==> src/rtl/gpu_reset_pkg.sv <==
// Shared constants and state encoding for the GPU reset sequencer.
// Latency: n/a (definitions only).
// Backpressure: n/a.
package gpu_reset_pkg;

    // Default sequencing parameters.
    localparam int RST_SEQ_SYNC_STAGES  = 2;
    localparam int RST_SEQ_HOLD_CYCLES  = 16;
    localparam int RST_SEQ_STAGE_GAP    = 4;
    localparam int RST_SEQ_INIT_TIMEOUT = 65535;
    localparam int RST_SEQ_MAX_RETRIES  = 3;

    // State codes kept as plain constants so existing code that decodes the
    // 3-bit state value keeps working; the enum names the same codes.
    localparam logic [2:0] ST_HOLD     = 3'd0;
    localparam logic [2:0] ST_MEM_WAIT = 3'd1;
    localparam logic [2:0] ST_GAP_CORE = 3'd2;
    localparam logic [2:0] ST_GAP_IO   = 3'd3;
    localparam logic [2:0] ST_RUN      = 3'd4;
    localparam logic [2:0] ST_FAULT    = 3'd5;

    typedef enum logic [2:0] {
        RST_SEQ_HOLD     = ST_HOLD,
        RST_SEQ_MEM_WAIT = ST_MEM_WAIT,
        RST_SEQ_GAP_CORE = ST_GAP_CORE,
        RST_SEQ_GAP_IO   = ST_GAP_IO,
        RST_SEQ_RUN      = ST_RUN,
        RST_SEQ_FAULT    = ST_FAULT
    } rst_seq_state_e;

endpackage

==> src/rtl/gpu_reset_sequencer_if.sv <==
// Control/status bundle between the reset sequencer and its surroundings.
// Latency: n/a (wires only).
// Backpressure: none; all signals are levels or single-cycle pulses.
// master: the sequencer (drives resets/status, receives requests).
// slave : register file / SDRAM controller side.
interface gpu_reset_sequencer_if;
    logic       soft_rst_req;      // one-cycle pulse: restart the sequence
    logic       mem_init_done;     // SDRAM controller init complete (level)
    logic       mem_rst_n;         // memory subsystem reset, active-low
    logic       core_rst_n;        // core subsystem reset, active-low
    logic       io_rst_n;          // io subsystem reset, active-low
    logic       seq_done;          // all resets released
    logic       init_timeout_err;  // sticky: memory init retries exhausted
    logic [2:0] retry_count;       // failed init attempts this sequence

    modport master (
        input  soft_rst_req, mem_init_done,
        output mem_rst_n, core_rst_n, io_rst_n, seq_done,
               init_timeout_err, retry_count
    );

    modport slave (
        output soft_rst_req, mem_init_done,
        input  mem_rst_n, core_rst_n, io_rst_n, seq_done,
               init_timeout_err, retry_count
    );
endinterface

==> src/rtl/gpu_reset_sequencer_sync.sv <==
// Reset release synchroniser: async assert, STAGES-flop synchronous deassert.
// Latency: sync_ok rises STAGES edges after rst_condition falls; falls immediately.
// Backpressure: none.
// Ports: clk, rst_condition (async, active-high) in; sync_ok out.
module rst_release_sync #(
    parameter int STAGES = 2
) (
    input  logic clk,
    input  logic rst_condition,
    output logic sync_ok
);

    logic [STAGES-1:0] chain;

    always_ff @(posedge clk or posedge rst_condition) begin
        if (rst_condition) begin
            chain <= '0;
        end else begin
            chain <= {chain[STAGES-2:0], 1'b1};
        end
    end

    assign sync_ok = chain[STAGES-1];

endmodule

==> src/rtl/gpu_reset_sequencer.sv <==
// Releases memory -> core -> io resets in order, supervising SDRAM init with timeout/retry.
// Latency: mem_rst_n rises SYNC_STAGES+HOLD_CYCLES+1 edges after rst_condition falls.
// Backpressure: none; soft_rst_req restarts the sequence on the next edge from any state.
// Ports: clk, rst_condition (async, active-high); rs = master side of gpu_reset_sequencer_if.
module gpu_reset_sequencer
    import gpu_reset_pkg::*;
#(
    parameter int SYNC_STAGES  = RST_SEQ_SYNC_STAGES,
    parameter int HOLD_CYCLES  = RST_SEQ_HOLD_CYCLES,
    parameter int STAGE_GAP    = RST_SEQ_STAGE_GAP,
    parameter int INIT_TIMEOUT = RST_SEQ_INIT_TIMEOUT,
    parameter int MAX_RETRIES  = RST_SEQ_MAX_RETRIES
) (
    input  logic                  clk,
    input  logic                  rst_condition,
    gpu_reset_sequencer_if.master rs
);

    localparam int HOLD_W = $clog2(HOLD_CYCLES + 1);
    localparam int GAP_W  = (STAGE_GAP > 0) ? $clog2(STAGE_GAP + 1) : 1;
    localparam int TMO_W  = $clog2(INIT_TIMEOUT + 1);

    localparam logic [HOLD_W-1:0] HOLD_MAX = HOLD_W'(HOLD_CYCLES);
    localparam logic [GAP_W-1:0]  GAP_MAX  = GAP_W'(STAGE_GAP);
    // The timeout fires on the edge where the count would reach INIT_TIMEOUT.
    localparam logic [TMO_W-1:0]  TMO_LAST = TMO_W'(INIT_TIMEOUT - 1);
    localparam logic [2:0]        RETRY_MAX = 3'(MAX_RETRIES);

    logic              sync_ok;
    logic [2:0]        state;
    logic [HOLD_W-1:0] hold_cnt;
    logic [GAP_W-1:0]  gap_cnt;
    logic [TMO_W-1:0]  tmo_cnt;
    logic [2:0]        retry_q;
    logic [2:0]        retry_nxt;
    logic              mem_q, core_q, io_q, done_q, err_q;

    rst_release_sync #(
        .STAGES (SYNC_STAGES)
    ) u_sync (
        .clk           (clk),
        .rst_condition (rst_condition),
        .sync_ok       (sync_ok)
    );

    assign retry_nxt = retry_q + 3'd1;

    // Outputs are flops so the reset lines are glitch-free and clear
    // asynchronously together with the state.
    always_ff @(posedge clk or posedge rst_condition) begin
        if (rst_condition) begin
            state    <= ST_HOLD;
            hold_cnt <= '0;
            gap_cnt  <= '0;
            tmo_cnt  <= '0;
            retry_q  <= '0;
            mem_q    <= 1'b0;
            core_q   <= 1'b0;
            io_q     <= 1'b0;
            done_q   <= 1'b0;
            err_q    <= 1'b0;
        end else if (rs.soft_rst_req) begin
            // Restart from HOLD without re-running the synchroniser; wins over
            // whatever transition the FSM would otherwise make this edge.
            state    <= ST_HOLD;
            hold_cnt <= '0;
            gap_cnt  <= '0;
            tmo_cnt  <= '0;
            retry_q  <= '0;
            mem_q    <= 1'b0;
            core_q   <= 1'b0;
            io_q     <= 1'b0;
            done_q   <= 1'b0;
            err_q    <= 1'b0;
        end else if (sync_ok) begin
            case (state)
                ST_HOLD: begin
                    if (hold_cnt == HOLD_MAX) begin
                        hold_cnt <= '0;
                        tmo_cnt  <= '0;
                        mem_q    <= 1'b1;
                        state    <= ST_MEM_WAIT;
                    end else begin
                        hold_cnt <= hold_cnt + HOLD_W'(1);
                    end
                end
                ST_MEM_WAIT: begin
                    // A done seen on the timeout edge still counts as success.
                    if (rs.mem_init_done) begin
                        gap_cnt <= '0;
                        state   <= ST_GAP_CORE;
                    end else if (tmo_cnt == TMO_LAST) begin
                        tmo_cnt  <= '0;
                        hold_cnt <= '0;
                        mem_q    <= 1'b0;
                        retry_q  <= retry_nxt;
                        if (retry_nxt == RETRY_MAX) begin
                            err_q <= 1'b1;
                            state <= ST_FAULT;
                        end else begin
                            state <= ST_HOLD;
                        end
                    end else begin
                        tmo_cnt <= tmo_cnt + TMO_W'(1);
                    end
                end
                ST_GAP_CORE: begin
                    if (gap_cnt == GAP_MAX) begin
                        gap_cnt <= '0;
                        core_q  <= 1'b1;
                        state   <= ST_GAP_IO;
                    end else begin
                        gap_cnt <= gap_cnt + GAP_W'(1);
                    end
                end
                ST_GAP_IO: begin
                    if (gap_cnt == GAP_MAX) begin
                        gap_cnt <= '0;
                        io_q    <= 1'b1;
                        done_q  <= 1'b1;
                        state   <= ST_RUN;
                    end else begin
                        gap_cnt <= gap_cnt + GAP_W'(1);
                    end
                end
                ST_RUN: begin
                    // Hold released; mem_init_done is no longer observed.
                end
                ST_FAULT: begin
                    mem_q  <= 1'b0;
                    core_q <= 1'b0;
                    io_q   <= 1'b0;
                    done_q <= 1'b0;
                    err_q  <= 1'b1;
                end
                default: begin
                    state    <= ST_HOLD;
                    hold_cnt <= '0;
                    mem_q    <= 1'b0;
                    core_q   <= 1'b0;
                    io_q     <= 1'b0;
                    done_q   <= 1'b0;
                end
            endcase
        end
    end

    assign rs.mem_rst_n        = mem_q;
    assign rs.core_rst_n       = core_q;
    assign rs.io_rst_n         = io_q;
    assign rs.seq_done         = done_q;
    assign rs.init_timeout_err = err_q;
    assign rs.retry_count      = retry_q;

endmodule

==> src/flat_wrapper.sv <==
// flat-port wrapper written by rule: the top's interface ports become plain ports
module gpu_reset_sequencer_flat import gpu_reset_pkg::*;
#(
    parameter int SYNC_STAGES  = RST_SEQ_SYNC_STAGES,
    parameter int HOLD_CYCLES  = RST_SEQ_HOLD_CYCLES,
    parameter int STAGE_GAP    = RST_SEQ_STAGE_GAP,
    parameter int INIT_TIMEOUT = RST_SEQ_INIT_TIMEOUT,
    parameter int MAX_RETRIES  = RST_SEQ_MAX_RETRIES
)
  (clk, rst_condition, rs_soft_rst_req, rs_mem_init_done, rs_mem_rst_n, rs_core_rst_n, rs_io_rst_n, rs_seq_done, rs_init_timeout_err, rs_retry_count);
  gpu_reset_sequencer_if rs_i ();
  input  logic clk;
  input  logic rst_condition;
  input wire logic [$bits(rs_i.soft_rst_req)-1:0] rs_soft_rst_req;
  input wire logic [$bits(rs_i.mem_init_done)-1:0] rs_mem_init_done;
  output wire logic [$bits(rs_i.mem_rst_n)-1:0] rs_mem_rst_n;
  output wire logic [$bits(rs_i.core_rst_n)-1:0] rs_core_rst_n;
  output wire logic [$bits(rs_i.io_rst_n)-1:0] rs_io_rst_n;
  output wire logic [$bits(rs_i.seq_done)-1:0] rs_seq_done;
  output wire logic [$bits(rs_i.init_timeout_err)-1:0] rs_init_timeout_err;
  output wire logic [$bits(rs_i.retry_count)-1:0] rs_retry_count;
  assign rs_i.soft_rst_req = rs_soft_rst_req;
  assign rs_i.mem_init_done = rs_mem_init_done;
  assign rs_mem_rst_n = rs_i.mem_rst_n;
  assign rs_core_rst_n = rs_i.core_rst_n;
  assign rs_io_rst_n = rs_i.io_rst_n;
  assign rs_seq_done = rs_i.seq_done;
  assign rs_init_timeout_err = rs_i.init_timeout_err;
  assign rs_retry_count = rs_i.retry_count;
  gpu_reset_sequencer #(.SYNC_STAGES(SYNC_STAGES), .HOLD_CYCLES(HOLD_CYCLES), .STAGE_GAP(STAGE_GAP), .INIT_TIMEOUT(INIT_TIMEOUT), .MAX_RETRIES(MAX_RETRIES)) u_core (.clk(clk), .rst_condition(rst_condition), .rs(rs_i));
endmodule
==> config.mk <==
export PLATFORM = sky130hd
export DESIGN_NAME = gpu_reset_sequencer_flat
export DESIGN_NICKNAME = d
export VERILOG_FILES = /design/src/rtl/gpu_reset_pkg.sv /design/src/rtl/gpu_reset_sequencer_if.sv /design/src/rtl/gpu_reset_sequencer_sync.sv /design/src/rtl/gpu_reset_sequencer.sv /design/src/flat_wrapper.sv
export SDC_FILE = /design/constraint.sdc
export NUM_CORES = 1
export LEC_CHECK = 0
export BUFFER_PORTS_ARGS = -buffer_cell sky130_fd_sc_hd__buf_4
export CORE_ASPECT_RATIO = 1.1
export CORE_UTILIZATION = 65
export CTS_CLUSTER_DIAMETER = 30
export DETAILED_ROUTE_END_ITERATION = 12
export PLACE_DENSITY = 0.83
export REMOVE_ABC_BUFFERS = 1
export SETUP_SLACK_MARGIN = 0.02
export SKIP_LAST_GASP = 1
export SLEW_MARGIN = 30
export SYNTH_ARGS = -nofsm -noshare
export SYNTH_HDL_FRONTEND = slang
export SYNTH_HIERARCHICAL = 1
export SYNTH_SLANG_ARGS = --single-unit
==> constraint.sdc <==
create_clock -name clk -period 5.6 [get_ports clk]
set_input_delay 0.56 -clock clk [delete_from_list [all_inputs] [get_ports clk]]
set_output_delay 0.56 -clock clk [all_outputs]
set_load 0.05 [all_outputs]
==> results.ini, run 1 <==
[synth]
synth_area_leaders = dfrtp_1, ha_1, o21ai_0
synthMuxAreaShare_pct = 2.47
synth_simple_gate_area_share_pct = 22.1
synthesized_area_fraction_occupied_by_adder_cells_pct = 5.17
yosysWarnings = 6
number_of_synthesized_flops_with_an_enable_pin = 0
yosysTopAreaCell = dfrtp_1
synth_most_common_cell = dfrtp_1
postSynthCellCount = 225
synth_compound_gate_area_share_pct = 19.5
synth_area_sq_um = 2130
synth_seq_area_share_pct = 42.3
netlist-cell-type-count = 52
ys_dominant_reg_cell = dfrtp_1
post-synth-top-area-fraction_pct = 42.3
synth_commonest_cells = dfrtp_1, nand2_1, nor2_1, o21ai_0, inv_1
postSynthAreaPerCell_sq_um = 9.47
postSynthRegisterBits = 36
synthArstFlopShare_pct = 100
synth-xor-area-share_pct = 2.88
main_combinational_cell_family_by_area_after_synthesis = simple AND/OR/NAND/NOR gates

[layout]
area_growth_syn_to_layout_pct = 6.05
n_antenna_cell = 0
layout.core_utilization_pct = 73.5
fin_nets = 245
layout-drive-gt1-share_pct = 15.0
stdcell_area_sq_um = 2260

[sta]
final_critical_path_setup_slack_ns = 3.21
maxSlewHeadroom_pct = 43.3
slew_viol_final = 0
tightestPinTransition_ns = 0.845
setup_repair_after_global_routing_missed_its_margin = no
final_hold_viol_count = 0
fmax_ghz = 0.418
final_period_minus_worst_setup_slack_ns = 2.39
setup_viol_count_final = 0
finalClockSkew_ns = 0.0115
period_share_pct = 42.8
setup_tns_ns = 0

[floorplanning]
effective_utilization_at_floorplan_pct = 69.3
core_area_sq_um = 3070
die-area_sq_um = 3510
die_w_um = 56.6
die-height_um = 62.1
num_rows = 21
top_level_ports = 12

[power_and_ir_drop]
vdd_drop_max_uv = 199
power.density_nw_per_um2 = 283
power.leakage_nw = 0.991

[clock_tree]
cts.clk_slew.worst_paths_ns = 0.11
ctsHtreeMaxLevel = 2
clk_latency_ns = 0.35
cts_resized = 0
ctsHoldBuffers = 0
tritoncts = built
cts-root-buf = clkbuf_4
post_cts.repair.setup_buffers = 0
clk_path_buf_depth = 2
clock-sinks = 36
cts_made_buffers = 5

[detailed_routing]
route.antenna.remaining_nets = 0
met3WireLength_um = 193
route.layer.met1.wl_um = 1830
drc = 0
drt_pre_antenna_iters = 4
detail_routed_net_length_per_standard_cell_um = 15.9
avgViaCountPerCell = 6.50
detail_route.wirelength_um = 4270
met2_length_um = 2200
vias = 1741
detail_route.iter0.violations = 108
route.top_layer_used = met4

[worst_setup_path]
start_kind = flip-flop
data_arrival_critical_path_ns = 2.65
timing_worst_setup_path_type = flip-flop to flip-flop
critPathCaptureType = flip-flop
crit_path_max_fanout = 14
timing.critical_path.required_ns = 5.85

[place]
dp_hpwl_um = 3070
dpl_cell_area_sq_um = 2190
routabilityCongestion = 0.828
place_worst_setup_slack_ns = 3.06
port_buffers = 11

[worst_hold_path]
hp-class = primary input to asynchronous set/reset pin

[grt]
grt_antenna_before_repair = 0
grt_pass1_wl_um = 6710
grt_pass1_vias = 1579
overflow = 0
grt.total_usage_pct = 25.0
grt_max_degree = 35

[run]
max_cap_viol_count = 0

[outcome]
outcome = complete, no violations

==> registers in the layout, summed over array words and instances, names as in the netlist <==
signal and cells:
u_core/tmo_cnt 16, u_core/hold_cnt 5, u_core/gap_cnt 3, u_core/rs.retry_count 3, u_core/state 3, u_core/u_sync/chain 2, u_core/rs.core_rst_n 1, u_core/rs.init_timeout_err 1
u_core/rs.mem_rst_n 1, u_core/rs.seq_done 1
==> worst max-delay path: stages, from the launching register on <==
cell and delay [ns]:
dfrtp_1 0.55, nor2b_1 0.32, nor3b_1 0.33, o21ai_1 0.37, or2_1 0.45, o31ai_2 0.28
==> cells by family after synthesis <==
group	after synthesis
compound gates	57
xor+xnor	7
fa+ha+maj	9
buf+inv	23
flops	36
mux	5
other cells	1
simple gates	87
==> worst paths after layout <==
path,slack [ns],endpoint,cells after the start,startpoint
worst max-delay path,3.21,u_core/tmo_cnt[4],5,u_core/state[0]
worst min-delay path,0.06,u_core/u_sync/chain[0],2,rst_condition
worst max register to register,3.21,u_core/tmo_cnt[4],5,u_core/state[0]
worst min register to register,0.37,u_core/u_sync/chain[1],0,u_core/u_sync/chain[0]
max in group asynchronous,4.99,u_core/gap_cnt[1],3,rst_condition
min in group clk,0.37,u_core/u_sync/chain[1],0,u_core/u_sync/chain[0]
==> power breakdown <==
part           switching (mW)  internal, mW  leakage (nW)  total, mW
logic                   0.106        0.0679         0.467      0.174
clock network          0.0911        0.0609        0.0305      0.152
registers              0.0347         0.279         0.493      0.313
total                   0.232         0.408         0.991      0.639
==> through the flow <==
stage | hold slack [ns] | power [mW] | std cells
2_1_floorplan | 0.301 | 0.443 | 214
3_3_place_gp | 0.342 | 0.481 | 260
3_5_place_dp | 0.352 | 0.490 | 260
4_1_cts | 0.0482 | 0.642 | 268
5_1_grt | 0.0555 | 0.676 | 268
6_report | 0.0601 | 0.639 | 268
==> metal layers <==
layer  vias to the layer above  GRT usage, %
li1                        837             -
met1                       846          29.0
met2                        52          46.1
met3                         6          4.97
met4                         0          10.5
met5                         -             0
==> cell type report <==
| class | instances | area [sq um] |
|---|---|---|
| clock inverters | 2 | 15.0 |
| flip-flops and latches | 36 | 901 |
| fillers | 232 | 815 |
| clock buffers | 6 | 51.3 |
| inverters | 12 | 45.0 |
| repair buffers | 12 | 90.1 |
| well taps | 34 | 42.5 |
| multi-input cells | 166 | 1110 |
==> placed cells by master (no fill, tap or decap), types with 5 or more instances in the layout <==
| cell | n |
|---|---|
| buf_4 | 12 |
| nor2_1 | 15 |
| clkbuf_4 | 5 |
| inv_1 | 12 |
| o21ai_0 | 13 |
| ha_1 | 8 |
| nand3_1 | 11 |
| nor3_1 | 6 |
| nand2_1 | 17 |
| dfrtp_1 | 36 |
| nor4_1 | 5 |
| xnor2_1 | 7 |
| a21oi_1 | 8 |
Power figures use the tool's default switching activity.
==> run 2, diff against run 1 <==
--- a/config.mk
+++ b/config.mk
@@ -7,10 +7,10 @@
 export LEC_CHECK = 0
 export BUFFER_PORTS_ARGS = -buffer_cell sky130_fd_sc_hd__buf_4
 export CORE_ASPECT_RATIO = 1.1
-export CORE_UTILIZATION = 65
+export CORE_UTILIZATION = 54
 export CTS_CLUSTER_DIAMETER = 30
 export DETAILED_ROUTE_END_ITERATION = 12
-export PLACE_DENSITY = 0.83
+export PLACE_DENSITY = 0.74
 export REMOVE_ABC_BUFFERS = 1
 export SETUP_SLACK_MARGIN = 0.02
 export SKIP_LAST_GASP = 1
==> constraint.sdc (replaced) <==
create_clock -name clk -period 2.2 [get_ports clk]
set_input_delay 0.22 -clock clk [delete_from_list [all_inputs] [get_ports clk]]
set_output_delay 0.22 -clock clk [all_outputs]
set_load 0.05 [all_outputs]
==> results.ini, run 2 (synthesized netlist as in run 1, its figures left out) <==
[outcome]
outcome = complete, no violations

[detailed_routing]
avgViaCountPerCell = 5.69  ; -12%
route.antenna.remaining_nets = 0  ; unchanged
detail_route.iter0.violations = 128  ; +19%
drc = 0  ; unchanged
drt_pre_antenna_iters = 4  ; unchanged
detail_route.wirelength_um = 4200  ; -1.5%
vias = 1690  ; -2.9%
detail_routed_net_length_per_standard_cell_um = 14.1  ; -11%

[worst_hold_path]
endpoint_of_the_worst_hold_timing_path = u_core/gap_cnt[1]
timing.hold.worst.start = rs_soft_rst_req
hp-class = primary input to flip-flop
timing.hold.worst_path_depth = 2

[clock_tree]
ctsHtreeMaxLevel = 2  ; unchanged
cts_made_buffers = 5  ; unchanged
clk_path_buf_depth = 2  ; unchanged
clk_latency_ns = 0.29  ; -0.06 ns
tritoncts = built
clock-sinks = 36  ; unchanged
cts.clk_slew.worst_paths_ns = 0.07  ; -0.04 ns
post_cts.repair.setup_buffers = 0  ; unchanged
cts-root-buf = clkbuf_8

[power_and_ir_drop]
total_power_mw = 1.81  ; +180%
internal-power_mw = 1.20  ; +200%
power.leakage_nw = 1.08  ; +8.6%
power_frac_seq_pct = 43.2  ; -5.8 points
vdd_drop_max_uv = 451  ; +130%
share_clk_of_total_power_pct = 26.5  ; +2.7 points
gate_power_share_pct = 30.3  ; +3.1 points
switching_share_pct = 33.4  ; -2.8 points
p_sw_mw = 0.604  ; +160%
power.density_nw_per_um2 = 750  ; +170%

[worst_setup_path]
cp_slowest_stage_delay_ns = 0.44  ; -0.11 ns
worstReg2RegStart = u_core/state[0]
cp.buffers_inverters = 1  ; +1
critical_path.reg2reg.endpoint = u_core/state[0]
data_arrival_critical_path_ns = 2.18  ; -0.47 ns
rr_worst_depth = 6  ; +1
crit_path_cell_trace = buf_4 > or3_1 > o221ai_1 > nor2_1 > o21ai_0 > mux2_2
ff2ff_setup_slack_ns = 0.19  ; -3.01 ns
critPathCaptureType = flip-flop
timing_worst_setup_path_type = flip-flop to flip-flop
crit_slowest_cell = dfrtp_1
delay_heaviest_family_cp = simple AND/OR/NAND/NOR gates
crit_path_max_fanout = 7  ; -7
timing.critical_path.required_ns = 2.38  ; -3.47 ns
start_kind = flip-flop
cp-startpoint = u_core/state[0]

[sta]
setup_viol_count_final = 0  ; unchanged
maxSlewHeadroom_pct = 52.1  ; +8.8 points
final_critical_path_setup_slack_ns = 0.193  ; -3.01 ns
setup_repair_after_global_routing_missed_its_margin = no
fmax_ghz = 0.498  ; +19%
finalClockSkew_ns = 0.00275  ; -0.00871 ns
hold-worst-slack_ns = 0.257  ; +0.197 ns
final_period_minus_worst_setup_slack_ns = 2.01  ; -0.387 ns
slew_viol_final = 0  ; unchanged
tightestPinTransition_ns = 0.717  ; -0.129 ns
period_share_pct = 91.2  ; +48 points
final_hold_viol_count = 0  ; unchanged
setup_tns_ns = 0  ; unchanged

[layout]
area_growth_syn_to_layout_pct = 13.2
multi_input_comb_area_sq_um = 1120  ; +0.45%
reg_with_most_ffs = u_core/tmo_cnt
layout-drive-gt1-share_pct = 19.4  ; +4.5 points
n_antenna_cell = 0  ; unchanged
number_of_flip_flops_under_the_largest_register_name = 16  ; unchanged
largest_registers_in_the_final_layout = u_core/tmo_cnt x16, u_core/hold_cnt x5
final_common_cell = dfrtp_1
ff_latch_area_sq_um = 901  ; unchanged
instances_no_fill = 297  ; +11%
fillers = 318  ; +37%
most-common-layout-cells = dfrtp_1, buf_4, nand2_1
fin_nets = 258  ; +5.3%

[grt]
globalRouteMet3Util_pct = 6.24  ; +1.3 points
grt_pass1_vias = 1561  ; -1.1%
grt_pass1_wl_um = 7190  ; +7.2%
grt.total_usage_pct = 23.9  ; -1.1 points
grt_busiest_layer = met2
grt_max_degree = 35  ; unchanged
grtUsageMet1_pct = 31.6  ; +2.7 points
grt_antenna_before_repair = 0  ; unchanged
overflow = 0  ; unchanged
met2_capacity_usage_during_global_routing_pct = 37.5  ; -8.6 points

[floorplanning]
die-height_um = 67.9  ; +9.4%
die-area_sq_um = 4200  ; +20%
die_w_um = 61.9  ; +9.4%
core_area_sq_um = 3710  ; +21%
num_rows = 23  ; +9.5%
top_level_ports = 12  ; unchanged
effective_utilization_at_floorplan_pct = 57.4  ; -12 points

[place]
dp_hpwl_um = 2940  ; -4.2%
routabilityCongestion = 0.819  ; -1.0%
place_worst_setup_slack_ns = 0.154  ; -2.91 ns
port_buffers = 11  ; unchanged
placed_cells = 288  ; +11%

[run]
max_cap_viol_count = 0  ; unchanged

==> run 2: cell count changes in the layout (fill, tap and decap cells not counted), sizes merged <==
cell / previous run / this run
dlygate4sd3: 0 / 1
clkinvlp: 2 / 0
buf: 12 / 24
clkinv: 0 / 2
==> run 2: worst reg2reg max path: cells and delay by family, from the launching register on <==
kind / cells / cell delay [ns]
mux: 1 / 0.36
flops: 1 / 0.44
compound gates: 2 / 0.45
buf+inv: 1 / 0.18
simple gates: 2 / 0.46
==> run 2: final cells by class <==
class	count	share of cell area, %
clock buffers	6	3.43
clock inverters	2	0.415
inverters	12	1.87
multi-input cells	166	46.4
flip-flops and latches	36	37.4
well taps	50	2.59
repair buffers	25	7.89
==> run 2: power groups by stage <==
stage          registers (mW)  logic (mW)  clock network [mW]
2_1_floorplan           0.784       0.344                   0
3_3_place_gp            0.791       0.535                   0
3_5_place_dp            0.794       0.538                   0
4_1_cts                 0.782       0.546               0.498
5_1_grt                 0.793       0.615               0.518
6_report                0.782       0.547               0.479
==> run 2: repair_timing <==
| action | in CTS | in global routing |
|---|---|---|
| endpoints found under the setup margin | 0 | 3 |
| gates resized for setup | 0 | 1 |
| endpoints found under the hold margin | 2 | 0 |
| hold buffers | 1 | 0 |
==> run 2: worst max-delay path by stage <==
stage,to,slack [ns],cells past startpoint
2_1_floorplan,u_core/tmo_cnt[0],0.28,5
3_3_place_gp,u_core/hold_cnt[4],0.12,5
3_5_place_dp,u_core/hold_cnt[3],0.15,5
4_1_cts,u_core/hold_cnt[3],0.14,5
5_1_grt,u_core/state[0],0.06,6
6_report,u_core/state[0],0.19,6
==> run 2: through the flow <==
stage / cell area [sq um] / util [%]
floorplan: 2060 / -
global placement: 2300 / 62.0
detailed placement: 2300 / 62.0
global route: 2410 / 64.9
CTS: 2410 / 64.8
finish: 2410 / 64.9
==> run 2: metal layers <==
metal,wire (um),vias to the layer above,share of wire [%]
li1,-,855,-
met2,2020,19,48
met1,1980,809,47
met3,131,7,3.1
met4,71,0,1.7
met5,0,-,0
==> run 3, diff against run 2 <==
--- a/config.mk
+++ b/config.mk
@@ -7,12 +7,12 @@
 export LEC_CHECK = 0
 export BUFFER_PORTS_ARGS = -buffer_cell sky130_fd_sc_hd__buf_4
 export CORE_ASPECT_RATIO = 1.1
-export CORE_UTILIZATION = 54
+export CORE_UTILIZATION = 40
 export CTS_CLUSTER_DIAMETER = 30
 export DETAILED_ROUTE_END_ITERATION = 12
-export PLACE_DENSITY = 0.74
+export PLACE_DENSITY = 0.57
 export REMOVE_ABC_BUFFERS = 1
-export SETUP_SLACK_MARGIN = 0.02
+export SETUP_SLACK_MARGIN = 0.3
 export SKIP_LAST_GASP = 1
 export SLEW_MARGIN = 30
 export SYNTH_ARGS = -nofsm -noshare
==> results.ini, run 3 (synthesized netlist as in run 1, its figures left out) <==
[worst_setup_path]
ff2ff_setup_slack_ns = 0.33  ; +0.13 ns
cp.buffers_inverters = 1  ; unchanged
cp_slowest_stage_delay_ns = 0.46  ; +0.02 ns
start_kind = flip-flop
delay_heaviest_family_cp = flip-flops
timing.critical_path.required_ns = 2.38  ; about the same
timing_worst_setup_path_type = flip-flop to flip-flop
crit_path_cell_trace = buf_4 > or3_4 > o221ai_2 > nor2_1 > o21ai_1 > mux2_4
crit_slowest_cell = dfrtp_2
data_arrival_critical_path_ns = 2.05  ; -0.13 ns
crit_path_max_fanout = 7  ; unchanged
critPathCaptureType = flip-flop

[layout]
instances_no_fill = 314  ; +5.7%
layout-drive-gt1-share_pct = 29.7  ; +10 points
largest_registers_in_the_final_layout = u_core/tmo_cnt x16, u_core/hold_cnt x5
multi_input_comb_area_sq_um = 1220  ; +9.4%
n_antenna_cell = 0  ; unchanged
final_common_cell = dfrtp_1
number_of_flip_flops_under_the_largest_register_name = 16  ; unchanged
fin_nets = 267  ; +3.5%
fillers = 485  ; +53%
area_growth_syn_to_layout_pct = 23.6
ff_latch_area_sq_um = 903  ; +0.28%
reg_with_most_ffs = u_core/tmo_cnt
most-common-layout-cells = dfrtp_1, buf_4, nand2_1

[detailed_routing]
detail_routed_net_length_per_standard_cell_um = 15.7  ; +11%
detail_route.iter0.violations = 117  ; -8.6%
vias = 1766  ; +4.5%
drt_pre_antenna_iters = 4  ; unchanged
route.antenna.remaining_nets = 0  ; unchanged
drc = 0  ; unchanged
detail_route.wirelength_um = 4930  ; +17%
avgViaCountPerCell = 5.62  ; -1.2%

[grt]
grt_pass1_vias = 1687  ; +8.1%
grt.total_usage_pct = 18.2  ; -5.7 points
overflow = 0  ; unchanged
grt_pass1_wl_um = 7960  ; +11%
grt_max_degree = 35  ; unchanged
grt_antenna_before_repair = 0  ; unchanged

[worst_hold_path]
hp-class = primary input to flip-flop

[sta]
slew_viol_final = 0  ; unchanged
fmax_ghz = 0.534  ; +7.1%
setup_viol_count_final = 0  ; unchanged
tightestPinTransition_ns = 0.551  ; -0.165 ns
setup_tns_ns = 0  ; unchanged
final_hold_viol_count = 0  ; unchanged
final_period_minus_worst_setup_slack_ns = 1.87  ; -0.133 ns
period_share_pct = 85.2  ; -6.0 points
setup_repair_after_global_routing_missed_its_margin = yes
finalClockSkew_ns = 0.0103  ; +0.00757 ns
maxSlewHeadroom_pct = 63.1  ; +11 points
hold-worst-slack_ns = 0.289  ; +0.0324 ns

[clock_tree]
ctsHtreeMaxLevel = 2  ; unchanged
cts-root-buf = clkbuf_8
cts.clk_slew.worst_paths_ns = 0.08  ; about the same
clk_path_buf_depth = 2  ; unchanged
clk_latency_ns = 0.29  ; about the same
cts_made_buffers = 5  ; unchanged
tritoncts = built
clock-sinks = 36  ; unchanged

[power_and_ir_drop]
switching_share_pct = 31.9  ; -1.5 points
vdd_drop_max_uv = 398  ; -12%
power.density_nw_per_um2 = 807  ; +7.6%
internal-power_mw = 1.45  ; +20%
share_clk_of_total_power_pct = 30.0  ; +3.5 points
p_sw_mw = 0.679  ; +12%
power.leakage_nw = 1.15  ; +7.2%
power_frac_seq_pct = 36.8  ; -6.4 points
gate_power_share_pct = 33.2  ; +2.9 points

[floorplanning]
die-height_um = 78.6  ; +16%
top_level_ports = 12  ; unchanged
num_rows = 27  ; +17%
effective_utilization_at_floorplan_pct = 42.0  ; -15 points
die-area_sq_um = 5620  ; +34%
die_w_um = 71.6  ; +16%
core_area_sq_um = 5070  ; +37%

[place]
placed_cells = 300  ; +4.2%
port_buffers = 11  ; unchanged
dp_hpwl_um = 3300  ; +12%
routabilityCongestion = 0.752  ; -8.2%

[run]
max_cap_viol_count = 0  ; unchanged

[outcome]
outcome = complete, no violations

==> run 3: changes by cell type in the layout (fill, tap and decap cells not counted), sizes merged <==
cell,before,now
clkbuf,6,7
bufinv,0,1
buf,24,33
clkinv,2,0
==> run 3: worst reg2reg max path, delay by kind of cell, from the launching register on <==
family                 cells  cell delay [ns]
AO/OA/AOI/OAI              2             0.36
flip-flops                 1             0.46
buffers and inverters      1             0.17
AND/OR/NAND/NOR            2             0.45
multiplexers               1             0.31
==> run 3: power by group through the flow <==
stage	sequential, mW	clock [mW]	combinational [mW]
2_1_floorplan	0.784	0	0.344
3_3_place_gp	0.786	0	0.571
3_5_place_dp	0.785	0	0.572
4_1_cts	0.773	0.662	0.594
5_1_grt	0.787	0.688	0.778
6_report	0.782	0.637	0.705
==> run 3: path summary, 6_finish.rpt <==
| path | start | end | cells past startpoint |
|---|---|---|---|
| setup / recovery | u_core/state[0] | u_core/state[0] | 6 |
| hold / removal | rs_soft_rst_req | u_core/rs.init_timeout_err | 2 |
| setup reg to reg | u_core/state[0] | u_core/state[0] | 6 |
| hold reg to reg | u_core/u_sync/chain[0] | u_core/u_sync/chain[1] | 0 |
| max in group asynchronous | rst_condition | u_core/tmo_cnt[3] | 4 |
| min in group asynchronous | rst_condition | u_core/u_sync/chain[1] | 3 |
==> run 3: repair_timing <==
item	in CTS	in global routing
pin swaps	0	7
setup buffers	0	5
resized for setup	6	21
endpoints found under the hold margin	2	0
setup endpoints to repair	18	24
hold buffers	1	0
==> run 3: layout make-up <==
class                   count  share of cell area, %
inverters                  12                   1.71
clock inverters             1                   1.14
clock buffers               7                   3.66
flip-flops and latches     36                   34.3
well taps                  58                   2.76
repair buffers             34                   9.93
multi-input cells         166                   46.5
==> run 3: stage by stage <==
stage | setup slack, ns | total power [mW] | area, sq um | utilization (%)
2_1_floorplan | 0.277 | 1.13 | 2060 | -
3_3_place_gp | 0.101 | 1.36 | 2340 | 46.2
3_5_place_dp | 0.0957 | 1.36 | 2340 | 46.2
4_1_cts | 0.247 | 2.03 | 2500 | 49.4
5_1_grt | 0.258 | 2.25 | 2630 | 52.0
6_report | 0.326 | 2.12 | 2630 | 52.0
==> run 3: layer usage <==
layer	wire length [um]	vias to the layer above	track usage (%)
met5	0	-	0
met4	59	0	5.49
li1	-	882	-
met2	2550	20	31.8
met3	120	5	3.85
met1	2190	859	22.3
